## src/rtl/muldiv_pkg.sv

```systemverilog
// Shared definitions for the iterative multiply/divide unit.
//
// Contents:
//   WIDTH_DEF - default operand / HI / LO width
//   op_e      - operation encoding as presented on op_i
//   state_e   - sequencer FSM states
package muldiv_pkg;

  localparam int WIDTH_DEF = 32;

  // Operation codes as delivered by the EX stage decoder.
  // Bit 1 selects divide and bit 0 selects unsigned.
  typedef enum logic [1:0] {
    OP_MULT  = 2'b00,
    OP_MULTU = 2'b01,
    OP_DIV   = 2'b10,
    OP_DIVU  = 2'b11
  } op_e;

  // IDLE waits for work, RUN iterates one bit per cycle,
  // SIGN applies the sign fixup and commits HI/LO.
  typedef enum logic [1:0] {
    IDLE = 2'b00,
    RUN  = 2'b01,
    SIGN = 2'b10
  } state_e;

endpackage

```

## src/rtl/muldiv_step.sv

```systemverilog
// Single-iteration combinational datapath shared by multiply and divide.
//
// Ports:
//   isDiv_i   - 1: restoring divide step, 0: shift-add multiply step
//   acc_i     - current 2*WIDTH accumulator
//                 multiply: {partial product high, remaining multiplier bits}
//                 divide:   {partial remainder, remaining dividend / quotient bits}
//   operand_i - multiplicand (multiply) or divisor (divide) magnitude
//   acc_o     - accumulator after one iteration
module muldiv_step #(
  parameter int WIDTH = 32
) (
  input  logic                 isDiv_i,
  input  logic [2*WIDTH-1:0]   acc_i,
  input  logic [WIDTH-1:0]     operand_i,
  output logic [2*WIDTH-1:0]   acc_o
);

  logic [WIDTH:0]   mulSum;
  logic [WIDTH:0]   remShift;
  logic [WIDTH-1:0] remDiff;
  logic             fits;

  // Multiply: add the multiplicand into the top half when the current
  // multiplier LSB is set, then shift the whole accumulator right with the
  // carry entering at the top.
  // Divide: shift the accumulator left by one, trial-subtract the divisor
  // from the widened partial remainder and keep the difference only if it
  // did not go negative; the quotient bit enters at the bottom.
  // The shifted remainder is always below twice the divisor, so when the
  // subtraction succeeds the difference fits in WIDTH bits and can be
  // computed modulo 2^WIDTH.
  always_comb begin
    mulSum   = {1'b0, acc_i[2*WIDTH-1:WIDTH]} + (acc_i[0] ? {1'b0, operand_i} : '0);
    remShift = acc_i[2*WIDTH-1:WIDTH-1];
    remDiff  = remShift[WIDTH-1:0] - operand_i;
    fits     = (remShift >= {1'b0, operand_i});
    if (isDiv_i) begin
      acc_o = {(fits ? remDiff : remShift[WIDTH-1:0]), acc_i[WIDTH-2:0], fits};
    end else begin
      acc_o = {mulSum, acc_i[WIDTH-1:1]};
    end
  end

endmodule

```

## src/rtl/muldiv_sequencer.sv

```systemverilog
// Iterative MULT/MULTU/DIV/DIVU controller for the EX stage; owns HI/LO.
//
// Ports:
//   clk_i, rst_i  - clock, synchronous active-high reset
//   start_i       - EX holds a mult/div instruction
//   op_i          - 00 MULT, 01 MULTU, 10 DIV, 11 DIVU
//   rs_i, rt_i    - forwarded operands (rs is also the MTHI/MTLO data)
//   mf_req_i      - EX holds MFHI/MFLO
//   mthi_i/mtlo_i - EX holds MTHI/MTLO
//   flush_i       - EX is being flushed; blocks acceptance and MT writes
//   hi_o, lo_o    - HI/LO registers
//   busy_o        - operation in progress (registered)
//   stall_o       - ALU_stall to the hazard unit
//
// Signed operations run on magnitudes and the signs are restored in SIGN,
// so every non-trivial operation takes the same number of cycles.
module muldiv_sequencer
  import muldiv_pkg::*;
#(
  parameter int WIDTH = WIDTH_DEF,
  parameter int CNT_W = 6            // needs 2**CNT_W > WIDTH
) (
  input  logic             clk_i,
  input  logic             rst_i,
  input  logic             start_i,
  input  logic [1:0]       op_i,
  input  logic [WIDTH-1:0] rs_i,
  input  logic [WIDTH-1:0] rt_i,
  input  logic             mf_req_i,
  input  logic             mthi_i,
  input  logic             mtlo_i,
  input  logic             flush_i,
  output logic [WIDTH-1:0] hi_o,
  output logic [WIDTH-1:0] lo_o,
  output logic             busy_o,
  output logic             stall_o
);

  state_e             state_q;
  op_e                op_q;
  logic [CNT_W-1:0]   cnt_q;
  logic [2*WIDTH-1:0] acc_q;
  logic [2*WIDTH-1:0] acc_d;
  logic [WIDTH-1:0]   opnd_q;
  logic [WIDTH-1:0]   hi_q;
  logic [WIDTH-1:0]   lo_q;
  logic               busy_q;
  logic               negRes_q;
  logic               negRem_q;

  op_e                opIn;
  logic               signedIn;
  logic               divIn;
  logic               rsNeg;
  logic               rtNeg;
  logic [WIDTH-1:0]   rsMag;
  logic [WIDTH-1:0]   rtMag;
  logic               accept;
  logic               divZero;

  logic               divQ;
  logic [2*WIDTH-1:0] prodFix;
  logic [WIDTH-1:0]   hi_d;
  logic [WIDTH-1:0]   lo_d;

  // Decode the incoming request and form operand magnitudes. For signed ops
  // the most negative value negates onto itself, which is still the correct
  // unsigned magnitude, so no special case is needed.
  always_comb begin
    opIn     = op_e'(op_i);
    signedIn = (opIn == OP_MULT) || (opIn == OP_DIV);
    divIn    = (opIn == OP_DIV) || (opIn == OP_DIVU);
    rsNeg    = signedIn & rs_i[WIDTH-1];
    rtNeg    = signedIn & rt_i[WIDTH-1];
    rsMag    = rsNeg ? (~rs_i + 1'b1) : rs_i;
    rtMag    = rtNeg ? (~rt_i + 1'b1) : rt_i;
    accept   = start_i & ~flush_i & ~busy_q;
    divZero  = divIn & (rt_i == '0);
  end

  muldiv_step #(.WIDTH(WIDTH)) u_step (
    .isDiv_i   (divQ),
    .acc_i     (acc_q),
    .operand_i (opnd_q),
    .acc_o     (acc_d)
  );

  // Sign fixup applied in SIGN. A product is negated as one 2*WIDTH value;
  // a quotient and remainder are negated independently, the remainder
  // following the dividend's sign.
  always_comb begin
    divQ    = (op_q == OP_DIV) || (op_q == OP_DIVU);
    prodFix = negRes_q ? (~acc_q + 1'b1) : acc_q;
    if (divQ) begin
      hi_d = negRem_q ? (~acc_q[2*WIDTH-1:WIDTH] + 1'b1) : acc_q[2*WIDTH-1:WIDTH];
      lo_d = negRes_q ? (~acc_q[WIDTH-1:0] + 1'b1) : acc_q[WIDTH-1:0];
    end else begin
      hi_d = prodFix[2*WIDTH-1:WIDTH];
      lo_d = prodFix[WIDTH-1:0];
    end
  end

  // Sequencer FSM. HI/LO change only on MT writes while idle or in SIGN,
  // so MFHI/MFLO issued before an operation completes see the old values.
  // A divide by zero skips RUN and commits HI=rs, LO=all-ones through SIGN
  // with the sign flags cleared.
  always_ff @(posedge clk_i) begin
    if (rst_i) begin
      state_q  <= IDLE;
      op_q     <= OP_MULT;
      cnt_q    <= '0;
      acc_q    <= '0;
      opnd_q   <= '0;
      hi_q     <= '0;
      lo_q     <= '0;
      busy_q   <= 1'b0;
      negRes_q <= 1'b0;
      negRem_q <= 1'b0;
    end else begin
      case (state_q)
        IDLE: begin
          if (!flush_i) begin
            if (mthi_i) hi_q <= rs_i;
            if (mtlo_i) lo_q <= rs_i;
          end
          if (accept) begin
            op_q   <= opIn;
            cnt_q  <= '0;
            busy_q <= 1'b1;
            if (divZero) begin
              acc_q    <= {rs_i, {WIDTH{1'b1}}};
              opnd_q   <= '0;
              negRes_q <= 1'b0;
              negRem_q <= 1'b0;
              state_q  <= SIGN;
            end else begin
              acc_q    <= divIn ? {{WIDTH{1'b0}}, rsMag} : {{WIDTH{1'b0}}, rtMag};
              opnd_q   <= divIn ? rtMag : rsMag;
              negRes_q <= rsNeg ^ rtNeg;
              negRem_q <= rsNeg;
              state_q  <= RUN;
            end
          end
        end
        RUN: begin
          acc_q <= acc_d;
          cnt_q <= cnt_q + 1'b1;
          if (cnt_q == CNT_W'(WIDTH - 1)) begin
            state_q <= SIGN;
          end
        end
        SIGN: begin
          hi_q    <= hi_d;
          lo_q    <= lo_d;
          busy_q  <= 1'b0;
          state_q <= IDLE;
        end
        default: begin
          busy_q  <= 1'b0;
          state_q <= IDLE;
        end
      endcase
    end
  end

  assign hi_o    = hi_q;
  assign lo_o    = lo_q;
  assign busy_o  = busy_q;
  assign stall_o = busy_q & (start_i | mf_req_i | mthi_i | mtlo_i);

endmodule

```

## config.mk

```make
export PLATFORM = sky130hd
export DESIGN_NAME = muldiv_sequencer
export DESIGN_NICKNAME = d
export VERILOG_FILES = /design/src/rtl/muldiv_pkg.sv /design/src/rtl/muldiv_step.sv /design/src/rtl/muldiv_sequencer.sv
export SDC_FILE = /design/constraint.sdc
export NUM_CORES = 1
export LEC_CHECK = 0
export BUFFER_PORTS_ARGS = -buffer_cell sky130_fd_sc_hd__buf_4
export CORE_UTILIZATION = 56
export DETAILED_ROUTE_END_ITERATION = 8
export PLACE_DENSITY = 0.79
export RECOVER_POWER = 50
export SLEW_MARGIN = 20
export SYNTH_ARGS = -nofsm -noshare
export SYNTH_HDL_FRONTEND = slang
export SYNTH_HIERARCHICAL = 1
export SYNTH_SLANG_ARGS = --single-unit
```

## constraint.sdc

```tcl
create_clock -name clk_i -period 3.8 [get_ports clk_i]
set_clock_uncertainty 0.05 [all_clocks]
set_input_delay 0.19 -clock clk_i [delete_from_list [all_inputs] [get_ports clk_i]]
set_output_delay 0.19 -clock clk_i [all_outputs]
set_load 0.01 [all_outputs]
```

==> out/qor.yml, run 1 <==
wl_per_cell_um: 24.6
power_frac_comb_pct: 34.0
critPathLaunchType: "input port"
cts_hold_buf: 0
hold_viol_final: 0
final_common_cell: "nand2_1"
powerDensity_nw_per_um2: 344
synth_cell_types: 95
fp.dieW_um: 169
wirelength_um: 63100
cp_cell_sequence: "clkbuf_1 -> nor4_1 -> nand4b_1 -> nor4_1 -> or2_0 -> a211oi_1 -> o21ai_0"
synth-edff-count: 0
violations: "capacitance limit, slew limit"
track_usage_pct: 43.6
start_util_pct: 57.3
via_per_inst: 6.68
ys.flop_type: "dfxtp_1"
synth_fp_nets: 2220
hp-class: "input port to register"
cts_buffers: 17
max_freq_ghz: 0.267
cpPeakStageDelay_ns: 1.38
die_y_um: 169
power_frac_seq_pct: 33.3
slew_headroom_pct: -12.6
cp-end-kind: "register"
cts.sinks: 172
cpMostUsedCell: "nor4_1"
nFillCells: 2473
synthArstFlopShare_pct: 0
worstMarginPinSlew_ns: 1.69
maxCapViolations: 2
dp.cells: 2530
grt_pass1_wl_um: 93600
fin_cells: 2569
port_buffers: 138
arrival_ns: 4.08
syn-mean-instance-area_um2: 7.49
required_ns: 4.13
seqCellArea_um2: 3450
synth-seq-cells: 172
status: "complete, but fails checks"
utilization_pct: 65.0
power.leakage_nw: 7.13
finalCriticalPeriod_ns: 3.75
vdd_drop_max_v: 0.000277
rows: 60
detailed_place.area_um2: 17200
io_pins: 139
antenna_found_initial: 2
grt_max_degree: 72
final_cell_mix: "nand2_1, nor2_1, dfxtp_1, buf_4, a21oi_1"
die_area_um2: 28400
area_delta_synth_final_pct: 13.3
grt_remaining_overflow: 0
path_clk_slew_ns: 0.08
drive_above_1_share_pct: 12.9
switching_share_pct: 40.3
worstSkewPairLatency_ns: 0.46
crit_fanout: 16
grt_pass1_vias: 15454
syn_area_um2: 15500
clkPwrFrac_pct: 32.7
cp_slowest_cell: "nor4_1"
final_antenna_net_count: 0
multi_input_area_um2: 11300
synth.yosys.seq_area_share_pct: 22.2
core_area_um2: 27100
first_pass_iters: 7
detail_route.iter0.violations: 2245
cts_root_buf: "clkbuf_16"
htree_levels: 4
clk_path_buf_depth: 2
dp_hpwl_um: 46400
postLayoutCellArea_um2: 17600
nets: 2325
critPathKind: "input port to register"
cts_tree: "built"
p_int_mw: 3.61
setup_viol: 0
drc_errors: 0
gp_congestion: 1.02
holdWs_ns: 0.0126
yosys_warnings: 6
p_sw_mw: 2.44
vias: 17169
netlist_instances: 2076
slew_violations: 41
finalCritPeriodShare_pct: 98.7
[cell usage after synthesis, types with 14 or more instances]
cell type,instances,share of area [%]
nand3_1,69,2.2
o21ai_0,101,3.3
and2_1,38,1.5
nor3_1,56,1.8
o41ai_1,14,0.79
nor4_1,22,0.89
a21o_1,46,2.2
nor2_1,184,4.4
o221ai_1,18,1.0
mux2_2,34,2.5
inv_1,66,1.6
o21a_1,14,0.68
nand2_1,218,5.3
buf_1,15,0.36
or3_1,29,1.2
nand2b_1,23,0.93
a21oi_1,132,4.3
nand4_1,18,0.72
a211oi_1,48,2.3
clkbuf_1,115,2.8
ha_1,69,5.6
a221oi_1,19,1.1
dfxtp_1,172,22
nor2b_1,14,0.56
a31oi_1,50,2.0
xor2_1,60,3.4
xnor2_1,100,5.6
o211ai_1,15,0.72
o31ai_1,34,1.6
o22ai_1,15,0.60
mux2i_1,78,5.0
[final timing paths]
| path | from | endpoint | slack, ns | cells after the start |
|---|---|---|---|---|
| max reg2reg | opnd_q[0]$_SDFFE_PP0P_ | acc_q[59]$_SDFFE_PP0P_ | 0.11 | 14 |
| max | rt_i[15] | acc_q[28]$_SDFFE_PP0P_ | 0.05 | 7 |
| min reg2reg | hi_o[6]$_SDFFE_PP0P_ | hi_o[6]$_SDFFE_PP0P_ | 0.42 | 2 |
| min | rs_i[0] | acc_q[32]$_SDFFE_PP0P_ | 0.01 | 3 |
[cell families (layout without fill, tap and decap cells)]
group / Yosys count / after routing / share of synthesized area, %
simple gates: 740 / 740 / 23.5
other cells: 0 / 3 / 0
mux: 112 / 112 / 7.49
fa+ha+maj: 71 / 71 / 5.81
buf+inv: 209 / 327 / 5.32
flops: 172 / 172 / 22.2
compound gates: 612 / 612 / 26.7
xor+xnor: 160 / 160 / 9.02
[flip-flops by register name, summed over array words and instances, names as in the netlist]
name / flops
acc_q: 64
state_q: 2
op_q: 1
opnd_q: 32
cnt_q: 6
negRem_q: 1
negRes_q: 1
lo_o: 32
hi_o: 32
busy_o: 1
[cell type report]
class | instances | area share [%]
inverters | 66 | 1.41
clock inverters | 15 | 1.30
repair buffers | 229 | 8.41
multi-input cells | 1695 | 64.2
clock buffers | 17 | 2.42
well taps | 372 | 2.64
diodes | 3 | 0.0426
flip-flops and latches | 172 | 19.6
[worst max-delay path: cells and delay by family]
family | cells | cell delay (ns)
AOI/OAI and AO/OA | 2 | 0.47
buffers and inverters | 1 | 0.14
and+or+nand+nor | 4 | 3.27
[repair_timing]
action	in CTS	in global routing
buffers inserted	0	4
resized for setup	0	8
setup endpoints to repair	0	4
[stage by stage]
stage	setup TNS [ns]	setup slack [ns]	total power, mW
3_5_place_dp	0	0.166	4.05
6_report	0	0.0494	6.05
2_1_floorplan	0	0.185	3.35
4_1_cts	0	0.110	6.00
3_3_place_gp	0	0.191	4.03
5_1_grt	-0.0224	-0.0224	6.25
[power groups by stage]
| stage | clock network [mW] | logic [mW] | registers, mW |
|---|---|---|---|
| final | 1.98 | 2.05 | 2.02 |
| after global routing | 2.06 | 2.17 | 2.02 |
| after CTS | 1.98 | 2.02 | 2.01 |
| after detailed placement | 0 | 2.00 | 2.05 |
| after global placement | 0 | 1.99 | 2.05 |
| after floorplan | 0 | 1.32 | 2.03 |
[routing by layer]
metal	track usage, %	part of all wire, %
met4	27.1	6.4
met5	0	0.017
met3	13.8	14
met1	57.2	39
met2	62.0	40
No activity file was read; power rests on OpenSTA's default activity.
==> run 2, diff against run 1 <==
--- a/config.mk
+++ b/config.mk
@@ -8,5 +8,5 @@
 export BUFFER_PORTS_ARGS = -buffer_cell sky130_fd_sc_hd__buf_4
-export CORE_UTILIZATION = 56
+export CORE_UTILIZATION = 62
 export DETAILED_ROUTE_END_ITERATION = 8
-export PLACE_DENSITY = 0.79
+export PLACE_DENSITY = 0.83
 export RECOVER_POWER = 50
==> constraint.sdc (replaced) <==
create_clock -name clk_i -period 4.3 [get_ports clk_i]
set_clock_uncertainty 0.05 [all_clocks]
set_input_delay 0.86 -clock clk_i [delete_from_list [all_inputs] [get_ports clk_i]]
set_output_delay 0.86 -clock clk_i [all_outputs]
set_load 0.01 [all_outputs]
==> run 2 against run 1 <==
Against the previous run:
- the flow still finishes with violations (capacitance limit, slew limit)
- register-to-register slack better by 0.25 ns
- global-route usage grew 2.0 points
- via count increased by 0.71%
- critical path depth shrank 3
- non-clock buffer count fell by 31
- routed wire length is 4.6% lower
==> out/qor.yml, run 2 (synthesis results as in run 1) <==
path_clk_slew_ns: 0.08  # about the same
rrSetupSlack_ns: 0.36  # was 0.11 ns
die_y_um: 160  # was 169 um
hold_viol_final: 0  # unchanged
gp_congestion: 1.03  # was 1.02
largest_register_ffs: 64  # unchanged
antenna_found_initial: 1  # was 2
power.total_mw: 5.17  # was 6.05 mW
rsz0062_at_grt: "no"
drive_above_1_share_pct: 11.6  # was 12.9%
crit_fanout: 53  # was 16
cts_buffers: 17  # unchanged
cp-startpoint: "rst_i"  # was rt_i[15]
rows: 57  # was 60
dp_hpwl_um: 44700  # was 46400 um
power.leakage_nw: 6.97  # was 7.13 nW
hp-class: "register to register"  # was input port to register
grt_pass1_wl_um: 90500  # was 93600 um
maxCapViolations: 1  # was 2
grt_remaining_overflow: 0  # unchanged
endpoint: "hi_o[15]$_SDFFE_PP0P_"  # was acc_q[28]$_SDFFE_PP0P_
met1_usage_pct: 56.1  # was 57.2%
io_pins: 139  # unchanged
fp.dieW_um: 160  # was 169 um
dp.cells: 2455  # was 2530
first_pass_iters: 6  # was 7
use_met2_pct: 69.7  # was 62.0%
met3_usage_pct: 10.8  # was 13.8%
track_usage_pct: 45.7  # was 43.6%
via_per_inst: 6.94  # was 6.68
cp_cell_sequence: "clkbuf_1 -> clkbuf_1 -> nand2b_1 -> o22ai_1"  # was clkbuf_1 -> nor4_1 -> nand4b_1 -> nor4_1 -> or2_0 -> a211oi_1 -> o21ai_0
slew_violations: 54  # was 41
cts_root_buf: "clkbuf_16"  # unchanged
final_antenna_net_count: 0  # unchanged
start_util_pct: 63.5  # was 57.3%
die_area_um2: 25700  # was 28400 um2
finalCriticalPeriod_ns: 4.02
slew_headroom_pct: -76.6  # was -12.6%
ff2ff_path_depth: 14  # unchanged
grt_pass1_vias: 15837  # was 15454
nets: 2294  # was 2325
cts_setup_buffers: 0  # unchanged
worstSkewPairLatency_ns: 0.45  # was 0.46 ns
r2r-end: "acc_q[59]$_SDFFE_PP0P_"  # unchanged
cp_top_family: "buffers and inverters"  # was simple AND/OR/NAND/NOR gates
htree_levels: 4  # unchanged
final_common_cell: "nand2_1"  # unchanged
timing.rr.start: "acc_q[0]$_SDFFE_PP0P_"  # was opnd_q[0]$_SDFFE_PP0P_
grt_max_degree: 66  # was 72
violations: "capacitance limit, slew limit"  # unchanged
dp_slack_ns: 0.474  # was 0.166 ns
critPathLaunchType: "input port"  # unchanged
port_buffers: 138  # unchanged
tns_ns: 0  # unchanged
arrival_ns: 4.25  # was 4.08 ns
status: "complete, but fails checks"  # unchanged
powerDensity_nw_per_um2: 300  # was 344 nW/um2
final_cell_mix: "nand2_1, nor2_1, dfxtp_1, a21oi_1, buf_4"  # was nand2_1, nor2_1, dfxtp_1, buf_4, a21oi_1
path_depth: 4  # was 7
core_area_um2: 24500  # was 27100 um2
cp_slowest_cell: "clkbuf_1"  # was nor4_1
cts_resized: 0  # unchanged
critPathBufInv: 2  # was 1
drc_errors: 0  # unchanged
fin_ws_ns: 0.282  # was 0.0494 ns
vias: 17291  # was 17169
top_register: "acc_q"  # unchanged
cts_hold_buf: 0  # unchanged
area_delta_synth_final_pct: 10.9  # was 13.3%
critPathKind: "input port to register"  # unchanged
required_ns: 4.53  # was 4.13 ns
cpPeakStageDelay_ns: 1.85  # was 1.38 ns
fin_cells: 2490  # was 2569
wl_per_cell_um: 24.2  # was 24.6 um
cp-end-kind: "register"  # unchanged
cpMostUsedCell: "clkbuf_1"  # was nor4_1
max_freq_ghz: 0.249
setup_viol: 0  # unchanged
wirelength_um: 60200  # was 63100 um
cts_tree: "built"  # unchanged
vdd_drop_max_v: 0.000249  # was 0.000277 V
finalCritPeriodShare_pct: 93.4
top_usage_layer: "met2"  # unchanged
worstMarginPinSlew_ns: 2.65  # was 1.69 ns
utilization_pct: 70.5  # was 65.0%
clk_path_buf_depth: 2  # unchanged
cts.sinks: 172  # unchanged
detail_route.iter0.violations: 2251  # was 2245
==> run 2: area by class of cell <==
| class | instances | area (um2) |
|---|---|---|
| multi-input combinational | 1695 | 11300 |
| fill | 2110 | 7220 |
| sequential | 172 | 3450 |
| timing repair buffer | 198 | 1240 |
| clock buffer | 18 | 429 |
| tap | 324 | 405 |
| inverter | 66 | 248 |
| clock inverter | 14 | 169 |
| antenna | 3 | 7.51 |
==> run 2: worst min-delay path by stage <==
| stage | start | to | slack, ns | cells past startpoint |
|---|---|---|---|---|
| 2_1_floorplan | opnd_q[2]$_SDFFE_PP0P_ | opnd_q[2]$_SDFFE_PP0P_ | 0.39 | 2 |
| 3_3_place_gp | hi_o[6]$_SDFFE_PP0P_ | hi_o[6]$_SDFFE_PP0P_ | 0.40 | 2 |
| 3_5_place_dp | hi_o[6]$_SDFFE_PP0P_ | hi_o[6]$_SDFFE_PP0P_ | 0.40 | 2 |
| 4_1_cts | hi_o[6]$_SDFFE_PP0P_ | hi_o[6]$_SDFFE_PP0P_ | 0.42 | 2 |
| 5_1_grt | hi_o[6]$_SDFFE_PP0P_ | hi_o[6]$_SDFFE_PP0P_ | 0.45 | 2 |
| 6_report | hi_o[6]$_SDFFE_PP0P_ | hi_o[6]$_SDFFE_PP0P_ | 0.42 | 2 |
==> run 2: routing by layer <==
metal / vias to the layer above / share of wire [%]
met5: - / 0
met4: 0 / 8.0
met3: 234 / 11
met2: 1145 / 43
met1: 8139 / 38
li1: 7773 / -
==> run 2: stage by stage <==
step                      cell area, um2  hold WS, ns
after floorplan                    15500        0.390
after global placement             16900        0.399
after detailed placement           16900        0.404
after CTS                          17500        0.417
after global routing               17200        0.455
final                              17200        0.420
==> run 2: power breakdown <==
| group | switching (mW) | total (mW) | internal [mW] |
|---|---|---|---|
| clock | 0.834 | 1.62 | 0.790 |
| sequential | 0.105 | 1.78 | 1.68 |
| combinational | 1.11 | 1.76 | 0.656 |
| total | 2.05 | 5.17 | 3.12 |
==> run 2: worst min-delay path, delay by kind of cell, from the launching register on <==
| family | cells | cell delay (ns) |
|---|---|---|
| compound gates | 1 | 0.05 |
| flops | 1 | 0.32 |
| simple gates | 1 | 0.05 |
